[src/rtl/pipe_pkg.sv]
// Shared pipeline definitions: NOP encoding, IF FSM states, fetch-buffer entry.
// Prefetch depth is selected by the IF_PREFETCH_EN macro.
package pipe_pkg;

  localparam int unsigned XLEN = 32;
  localparam logic [XLEN-1:0] INST_NOP         = 32'h0340_0000;
  localparam logic [XLEN-1:0] RESET_PC_DEFAULT = 32'h0000_0000;

`ifdef IF_PREFETCH_EN
  localparam int unsigned IF_DEPTH = 2;
`else
  localparam int unsigned IF_DEPTH = 1;
`endif

  typedef enum logic [1:0] {
    IF_IDLE = 2'd0,
    IF_REQ  = 2'd1,
    IF_DROP = 2'd2
  } if_state_e;

  typedef struct packed {
    logic [XLEN-1:0] inst;
    logic [XLEN-1:0] p4;
  } fetch_entry_t;

endpackage

[src/rtl/pipe_fetch_buf.sv]
// Small shift-style FIFO holding fetched {inst, PC+4} pairs; flush wins over push/pop.
module pipe_fetch_buf
  import pipe_pkg::*;
#(
  parameter  int unsigned DEPTH = 1,
  localparam int unsigned CNTW  = $clog2(DEPTH + 1)
) (
  input  logic            clk,
  input  logic            clrn,
  input  logic            push,
  input  logic            pop,
  input  logic            flush,
  input  fetch_entry_t    wdata,
  output fetch_entry_t    head,
  output logic [CNTW-1:0] count
);

  fetch_entry_t    mem [DEPTH];
  logic [CNTW-1:0] wr_idx;

  // After a pop the entries shift down, so the write slot moves down with them.
  assign wr_idx = count - CNTW'(pop);
  assign head   = mem[0];

  always_ff @(posedge clk or negedge clrn) begin
    if (!clrn) begin
      count <= '0;
      for (int i = 0; i < int'(DEPTH); i++) mem[i] <= '0;
    end else if (flush) begin
      count <= '0;
    end else begin
      if (pop) begin
        for (int i = 0; i < int'(DEPTH) - 1; i++) mem[i] <= mem[i+1];
      end
      for (int i = 0; i < int'(DEPTH); i++) begin
        if (push && (CNTW'(i) == wr_idx)) mem[i] <= wdata;
      end
      count <= count + CNTW'(push) - CNTW'(pop);
    end
  end

endmodule

[src/rtl/pipe_nodatahazards_if.sv]
// Instruction-fetch stage: PC, imem req/ack FSM, prefetch buffer, bubble insertion.
// IF_PREFETCH_EN selects a two-entry prefetch buffer (default: single holding register).
module pipe_nodatahazards_if
  import pipe_pkg::*;
#(
  parameter logic [31:0] RESET_PC = RESET_PC_DEFAULT
) (
  input  logic        clk,
  input  logic        clrn,
  input  logic        IFwip,
  input  logic        IDwillJump,
  input  logic [31:0] IDjumpPc,
  output logic        imem_req,
  output logic [31:0] imem_addr,
  input  logic        imem_ack,
  input  logic [31:0] imem_rdata,
  output logic [31:0] IFinst,
  output logic [31:0] IFp4
);

  localparam int unsigned CNTW = $clog2(IF_DEPTH + 1);

  if_state_e       state_q, state_d;
  logic [31:0]     pc_q, pc_d, addr_d, jump_pc;
  logic            req_d;
  logic            push, pop, flush, head_valid;
  logic [CNTW-1:0] count;
  logic [CNTW:0]   count_post;
  fetch_entry_t    head, wdata;

  assign jump_pc    = {IDjumpPc[31:2], 2'b00};
  assign head_valid = (count != '0);

  // State, PC and registered memory-side outputs.
  always_ff @(posedge clk or negedge clrn) begin
    if (!clrn) begin
      state_q   <= IF_IDLE;
      pc_q      <= RESET_PC;
      imem_req  <= 1'b0;
      imem_addr <= RESET_PC;
    end else begin
      state_q   <= state_d;
      pc_q      <= pc_d;
      imem_req  <= req_d;
      imem_addr <= addr_d;
    end
  end

  // Next state; issue is only allowed when a slot will be free so an ack always fits.
  always_comb begin
    state_d    = state_q;
    pc_d       = pc_q;
    count_post = (CNTW+1)'(count) + (CNTW+1)'(push) - (CNTW+1)'(pop);
    if (IDwillJump) pc_d = jump_pc;
    unique case (state_q)
      IF_IDLE: begin
        if (IDwillJump || (count_post < (CNTW+1)'(IF_DEPTH))) state_d = IF_REQ;
      end
      IF_REQ: begin
        if (imem_ack) begin
          if (!IDwillJump) begin
            pc_d = pc_q + 32'd4;
            if (count_post >= (CNTW+1)'(IF_DEPTH)) state_d = IF_IDLE;
          end
        end else if (IDwillJump) begin
          state_d = IF_DROP;
        end
      end
      IF_DROP: begin
        if (imem_ack) state_d = IF_REQ;
      end
      default: state_d = IF_IDLE;
    endcase
    // A dropped request keeps its address on the bus until memory acks it.
    addr_d = (state_d == IF_DROP) ? imem_addr : pc_d;
    req_d  = (state_d != IF_IDLE);
  end

  // Buffer controls and decode-facing outputs; a redirect forces a bubble.
  always_comb begin
    push       = (state_q == IF_REQ) && imem_ack && !IDwillJump;
    pop        = IFwip && head_valid && !IDwillJump;
    flush      = IDwillJump;
    wdata.inst = imem_rdata;
    wdata.p4   = pc_q + 32'd4;
    IFinst     = INST_NOP;
    IFp4       = pc_q + 32'd4;
    if (head_valid && !IDwillJump) begin
      IFinst = head.inst;
      IFp4   = head.p4;
    end
  end

  pipe_fetch_buf #(.DEPTH(IF_DEPTH)) u_buf (
    .clk   (clk),
    .clrn  (clrn),
    .push  (push),
    .pop   (pop),
    .flush (flush),
    .wdata (wdata),
    .head  (head),
    .count (count)
  );

endmodule
[config.mk]
export PLATFORM = sky130hd
export DESIGN_NAME = pipe_nodatahazards_if
export DESIGN_NICKNAME = d
export VERILOG_FILES = /design/src/rtl/pipe_pkg.sv /design/src/rtl/pipe_fetch_buf.sv /design/src/rtl/pipe_nodatahazards_if.sv
export SDC_FILE = /design/constraint.sdc
export NUM_CORES = 1
export LEC_CHECK = 0
export BUFFER_PORTS_ARGS = -buffer_cell sky130_fd_sc_hd__buf_2
export CAP_MARGIN = 0
export CORE_UTILIZATION = 49
export CTS_CLUSTER_DIAMETER = 40
export DETAILED_ROUTE_END_ITERATION = 8
export GPL_TIMING_DRIVEN = 0
export PLACE_DENSITY_LB_ADDON = 0.2
export SLEW_MARGIN = 20
export SYNTH_ARGS = -nofsm -noshare
export SYNTH_HDL_FRONTEND = slang
export SYNTH_SLANG_ARGS = --single-unit
export TNS_END_PERCENT = 5
[constraint.sdc]
create_clock -name clk -period 2.6 [get_ports clk]
set_clock_uncertainty 0.15 [all_clocks]
set_input_delay 0.39 -clock clk [delete_from_list [all_inputs] [get_ports clk]]
set_output_delay 0.39 -clock clk [all_outputs]
set_load 0.1 [all_outputs]
After elaboration in Yosys (flattened, before gate mapping) --
Cells that the tools add are included.
Storage, ports and cells: bits of input ports 69, output and inout port bits 97, register bits after elaboration 132
Cells by class: reductions and logical operators 11, $lt $le $gt $ge 2, equal/unequal tests 3, $add $sub $neg 6, bitwise operators 2, multiplexer cells 14
Operators by type and width (number):
- 32-bit 2-to-1 mux | 6
- 32-bit by 3-bit adder with 32-bit output, second input constant | 1
- 2-bit 2-to-1 mux | 6
- 1-bit logical AND | 6
- 2-bit case mux with 3 select lines | 1
- 2-bit equality test, second input constant | 2
- 1-bit by 1-bit adder with 2-bit output | 1
- 2-bit by 1-bit equality test with 1-bit output, second input constant | 1
- 2-bit by 1-bit greater-or-equal comparator with 1-bit output, second input constant | 1
- 2-bit logical NOT | 1
- 2-bit by 1-bit < comparator with 1-bit output, second input constant | 1
- 1-bit inverter | 2
- 2-bit AND reduction | 1
- 2-bit nonzero test | 1
- 1-bit subtractor | 2
- 2-bit by 1-bit subtractor with 2-bit output | 1
- 1-bit adder | 1
- 1-bit logical NOT | 1
- 1-bit logical OR | 1
- 1-bit 2-to-1 mux | 1

Logic depth before layout (Yosys ltp) --
word-level depth 11, depth in mapped cells 10, mapped depth without buffers 8

Hierarchy --
A second synthesis with hierarchy kept.
Unflattened totals: cell total of the unflattened synthesis 642, area total of the unflattened synthesis 7359.6 um^2
By module, submodules not included:
- pipe_nodatahazards_if | instances 1, area an instance 4608.2 um^2, cells an instance 502
- pipe_fetch_buf | instances 1, area an instance 2751.4 um^2, cells an instance 140

Worst setup path before layout --
Ideal clock, no wire load.
kind register to output, start point register pc_q[2], end point output IFp4[26], data required time 2.060 ns, arrival time 3.591 ns, path slack -1.531 ns, stages on the path, launching flop included 8, buffers on the path 1, cells stage by stage dfrtp_1 -> ha_1 -> nand3_4 -> or4_1 -> buf_2 -> or4_4 -> xor2_1 -> a21oi_1
Between the ends: word-level cells in the longest chain between the ends 2
Ends and longest elaborated chain:
- from (decl) | line pipe_nodatahazards_if.sv:24 | logic [31:0] pc_q, pc_d, addr_d, jump_pc;
- from (signal assigned) | line pipe_nodatahazards_if.sv:43 | pc_q <= pc_d;
- 32-bit by 3-bit adder with 32-bit output | line pipe_nodatahazards_if.sv:87 | IFp4 = pc_q + 32'd4;
- 32-bit 2-to-1 mux | line pipe_nodatahazards_if.sv:88 | if (head_valid && !IDwillJump) begin
- to (decl) | line pipe_nodatahazards_if.sv:18 | output logic [31:0] IFp4
No other way between the ends.

Worst setup path in the final report --
Same ends and word-level chain as after synthesis.

==> reports/qor.yml <==
clock_path_buffers: 2
drc: 0
synth_top_family_by_area: "simple AND/OR/NAND/NOR gates"
ant_nets: 0
synth_compound_area_frac: 0.119
layout.cells.non_filler: 1085
setup_violations: 60
drt_iter0_drc: 437
grt_pass1_vias: 6285
crit_path_cell_trace: "ha_4 -> nand3_4 -> or4_4 -> or4_4 -> xor2_4 -> a21oi_4 -> buf_12"
fin_crit_ns: 3.33
cp_top_family: "simple AND/OR/NAND/NOR gates"
synth-seq-cells: 132
clkTransAtPathRegs_ns: 0.06
rows: 42
cp-start-kind: "flip-flop"
dieArea_um2: 14200
place_area_um2: 7960
fmax_ghz: 0.301
diodes: 0
nFillCells: 1000
yosysSeqAreaShare: 0.492
crit_arrival_ns: 2.79
core_um2: 13300
drt-vias-per-instance: 5.82
postSynthAreaPerCell_um2: 9.70
clock_insertion_delay_worst_skew_ns: 0.43
ys.flop_type: "dfrtp_1"
dpl.cell_count: 1032
num_vias: 6314
power_density_nw_per_um2: 1200
synth_simple_gate_area_frac: 0.193
cts_tree: "yes"
drive_gt1_frac: 0.413
final_cell_mix: "buf_2, dfrtp_1, nand2_1"
maxSlewViolCount: 0
ys_types: 54
synthMuxAreaShare: 0.100
final_common_cell: "buf_2"
cp_common_cell: "or4_4"
die_height_um: 119
htreeDepth: 4
yosys.area_share.adder: 0.00373
grt_pass1_wl_um: 32300
ys_warn_count: 0
status: "finished, violations left"
cpPeakStageDelay_ns: 0.60
worstPathRequired_ns: 2.06
fin_hold_ws_ns: 0.0442
layout.nets: 967
io_pins: 166
hp-class: "in -> reg"
rsz0062_at_grt: "true"
total_power_uw: 11200
p_leak_uw: 0.00430
violations: "negative setup slack"
die_width_um: 119
root_buffer: "clkbuf_16"
grt_antenna_before_repair: 0
io_buffers: 163
setup.worst_path.class: "reg -> out"
async_reset_ff_frac: 1.00
post-dp-hpwl_um: 13700
cts_num_sinks: 132
worst-path-buf-inv: 1
initial_core_util: 0.505
design_area_um2: 9300
cts_buffers: 17
critPathCaptureType: "output port"
synth_cells: 692
overflow: 0
maxCapViolations: 0
grt_max_degree: 83
gp_congestion: 0.891
synth-edff-count: 0
period_share: 1.28
preCtsSetupSlack_ns: -1.29
first_pass_iters: 5
ir_drop_uv: 916
syn_area_um2: 6710
fin_ws_ns: -0.726
cp_slowest_cell: "or4_4"
drt_wl_total_um: 20000
synth_fp_nets: 763
synth-xor-area-share: 0.0548
hold_viol: 0
grt.total_usage: 0.294
worstMarginPinSlew_ns: 0.713
worstPathMaxFanout: 5
relSlewSlack: 0.525
avgRoutedWirePerCell_um: 18.4
synthToLayoutAreaGrowth_pct: 38.5
worst paths after layout:
| path | depth (start not counted) | slack (ns) | endpoint | from |
|---|---|---|---|---|
| max | 7 | -0.73 | IFp4[26] | pc_q[2] |
| min | 2 | 0.04 | u_buf.head[63] | imem_rdata[31] |
| max reg2reg | 12 | -0.37 | imem_addr[29] | pc_q[23] |
| min reg2reg | 2 | 0.32 | u_buf.head[13] | u_buf.head[13] |
| max in group asynchronous | 3 | 1.23 | pc_q[12] | clrn |
| min in group asynchronous | 2 | 0.31 | u_buf.head[27] | clrn |
flip-flops by register name, indices dropped and copies added, names as in the netlist:
| signal | flops |
|---|---|
| state_q | 2 |
| u_buf.head | 64 |
| pc_q | 32 |
| u_buf.count | 1 |
| imem_req | 1 |
| imem_addr | 32 |
layer usage:
metal	part of all wire	up-vias	wire, um	global-route usage
met5	0	-	0	0
met4	0.030	0	601	0.141
met3	0.088	55	1770	0.0761
met2	0.46	320	9260	0.449
met1	0.42	3078	8330	0.390
li1	-	2861	-	-
area by class of cell:
type | instances | area (um^2) | share of cell area
Multi-Input combinational cell | 498 | 3530 | 0.380
Clock inverter | 8 | 146 | 0.0157
Clock buffer | 24 | 502 | 0.0539
Buffer | 48 | 229 | 0.0246
Timing Repair Buffer | 192 | 1330 | 0.143
Tap cell | 176 | 220 | 0.0237
Sequential cell | 132 | 3310 | 0.356
Inverter | 7 | 27.5 | 0.00296
cell families (layout without fill, tap and decap cells):
kind of cell / Yosys count / in the layout
AND/OR/NAND/NOR: 259 / 260
buffers and inverters: 63 / 279
adder cells (fa/ha/maj): 2 / 2
AO/OA/AOI/OAI: 134 / 134
multiplexers: 60 / 60
flip-flops: 132 / 132
XOR/XNOR: 42 / 42
worst register-to-register path: stages (launching register included):
cell	delay [ns]
dfrtp_1	0.51
and3_1	0.25
and4_2	0.34
nand4_1	0.22
buf_4	0.20
buf_4	0.12
buf_4	0.12
buf_4	0.12
buf_4	0.13
buf_4	0.13
buf_4	0.13
or4_1	0.41
nand3_1	0.09
power breakdown:
part | leakage, uW | switching [uW] | internal (uW) | total [uW]
clock | 0.000316 | 871 | 1730 | 2600
sequential | 0.00160 | 420 | 2740 | 3160
combinational | 0.00239 | 4010 | 1410 | 5420
per-stage QoR:
stage	util	setup TNS (ns)
global route	0.700	-20.00
floorplan	-	-12.02
CTS	0.691	-8.76
global placement	0.596	-180.50
detailed placement	0.599	-88.93
finish	0.700	-11.84
cell usage after synthesis (2+ instances only):
| master | number | area [um^2] |
|---|---|---|
| and2_1 | 2 | 12.5 |
| nand4_1 | 16 | 100 |
| o21a_1 | 3 | 22.5 |
| o21ai_0 | 51 | 255 |
| nor4_1 | 5 | 31.3 |
| nand2_1 | 88 | 330 |
| dfrtp_1 | 132 | 3300 |
| clkbuf_1 | 48 | 180 |
| or4_1 | 6 | 45.0 |
| ha_1 | 2 | 25.0 |
| o311ai_0 | 11 | 96.3 |
| o211ai_1 | 5 | 37.5 |
| and4_1 | 6 | 52.6 |
| a21o_1 | 3 | 22.5 |
| nor3_1 | 8 | 40.0 |
| a31oi_1 | 5 | 31.3 |
| nor2_1 | 51 | 191 |
| and3_1 | 34 | 213 |
| buf_2 | 4 | 20.0 |
| o31ai_1 | 2 | 15.0 |
| nand3_1 | 19 | 95.1 |
| a21oi_1 | 43 | 215 |
| xnor2_1 | 20 | 175 |
| or3_1 | 7 | 43.8 |
| clkinv_1 | 2 | 7.51 |
| nor2b_1 | 4 | 25.0 |
| mux2_2 | 59 | 664 |
| inv_1 | 5 | 18.8 |
| buf_1 | 3 | 11.3 |
| xor2_1 | 22 | 193 |
| nand3b_1 | 3 | 22.5 |
timing repair:
item,4_1_cts,5_1_grt
cloned,1,0
endpoints found under the hold margin,50,0
pin swaps,28,13
endpoints found under the setup margin,139,114
buffers inserted,22,5
resized for setup,131,15
hold buffers,1,0
(Power assumes the default switching activity.)
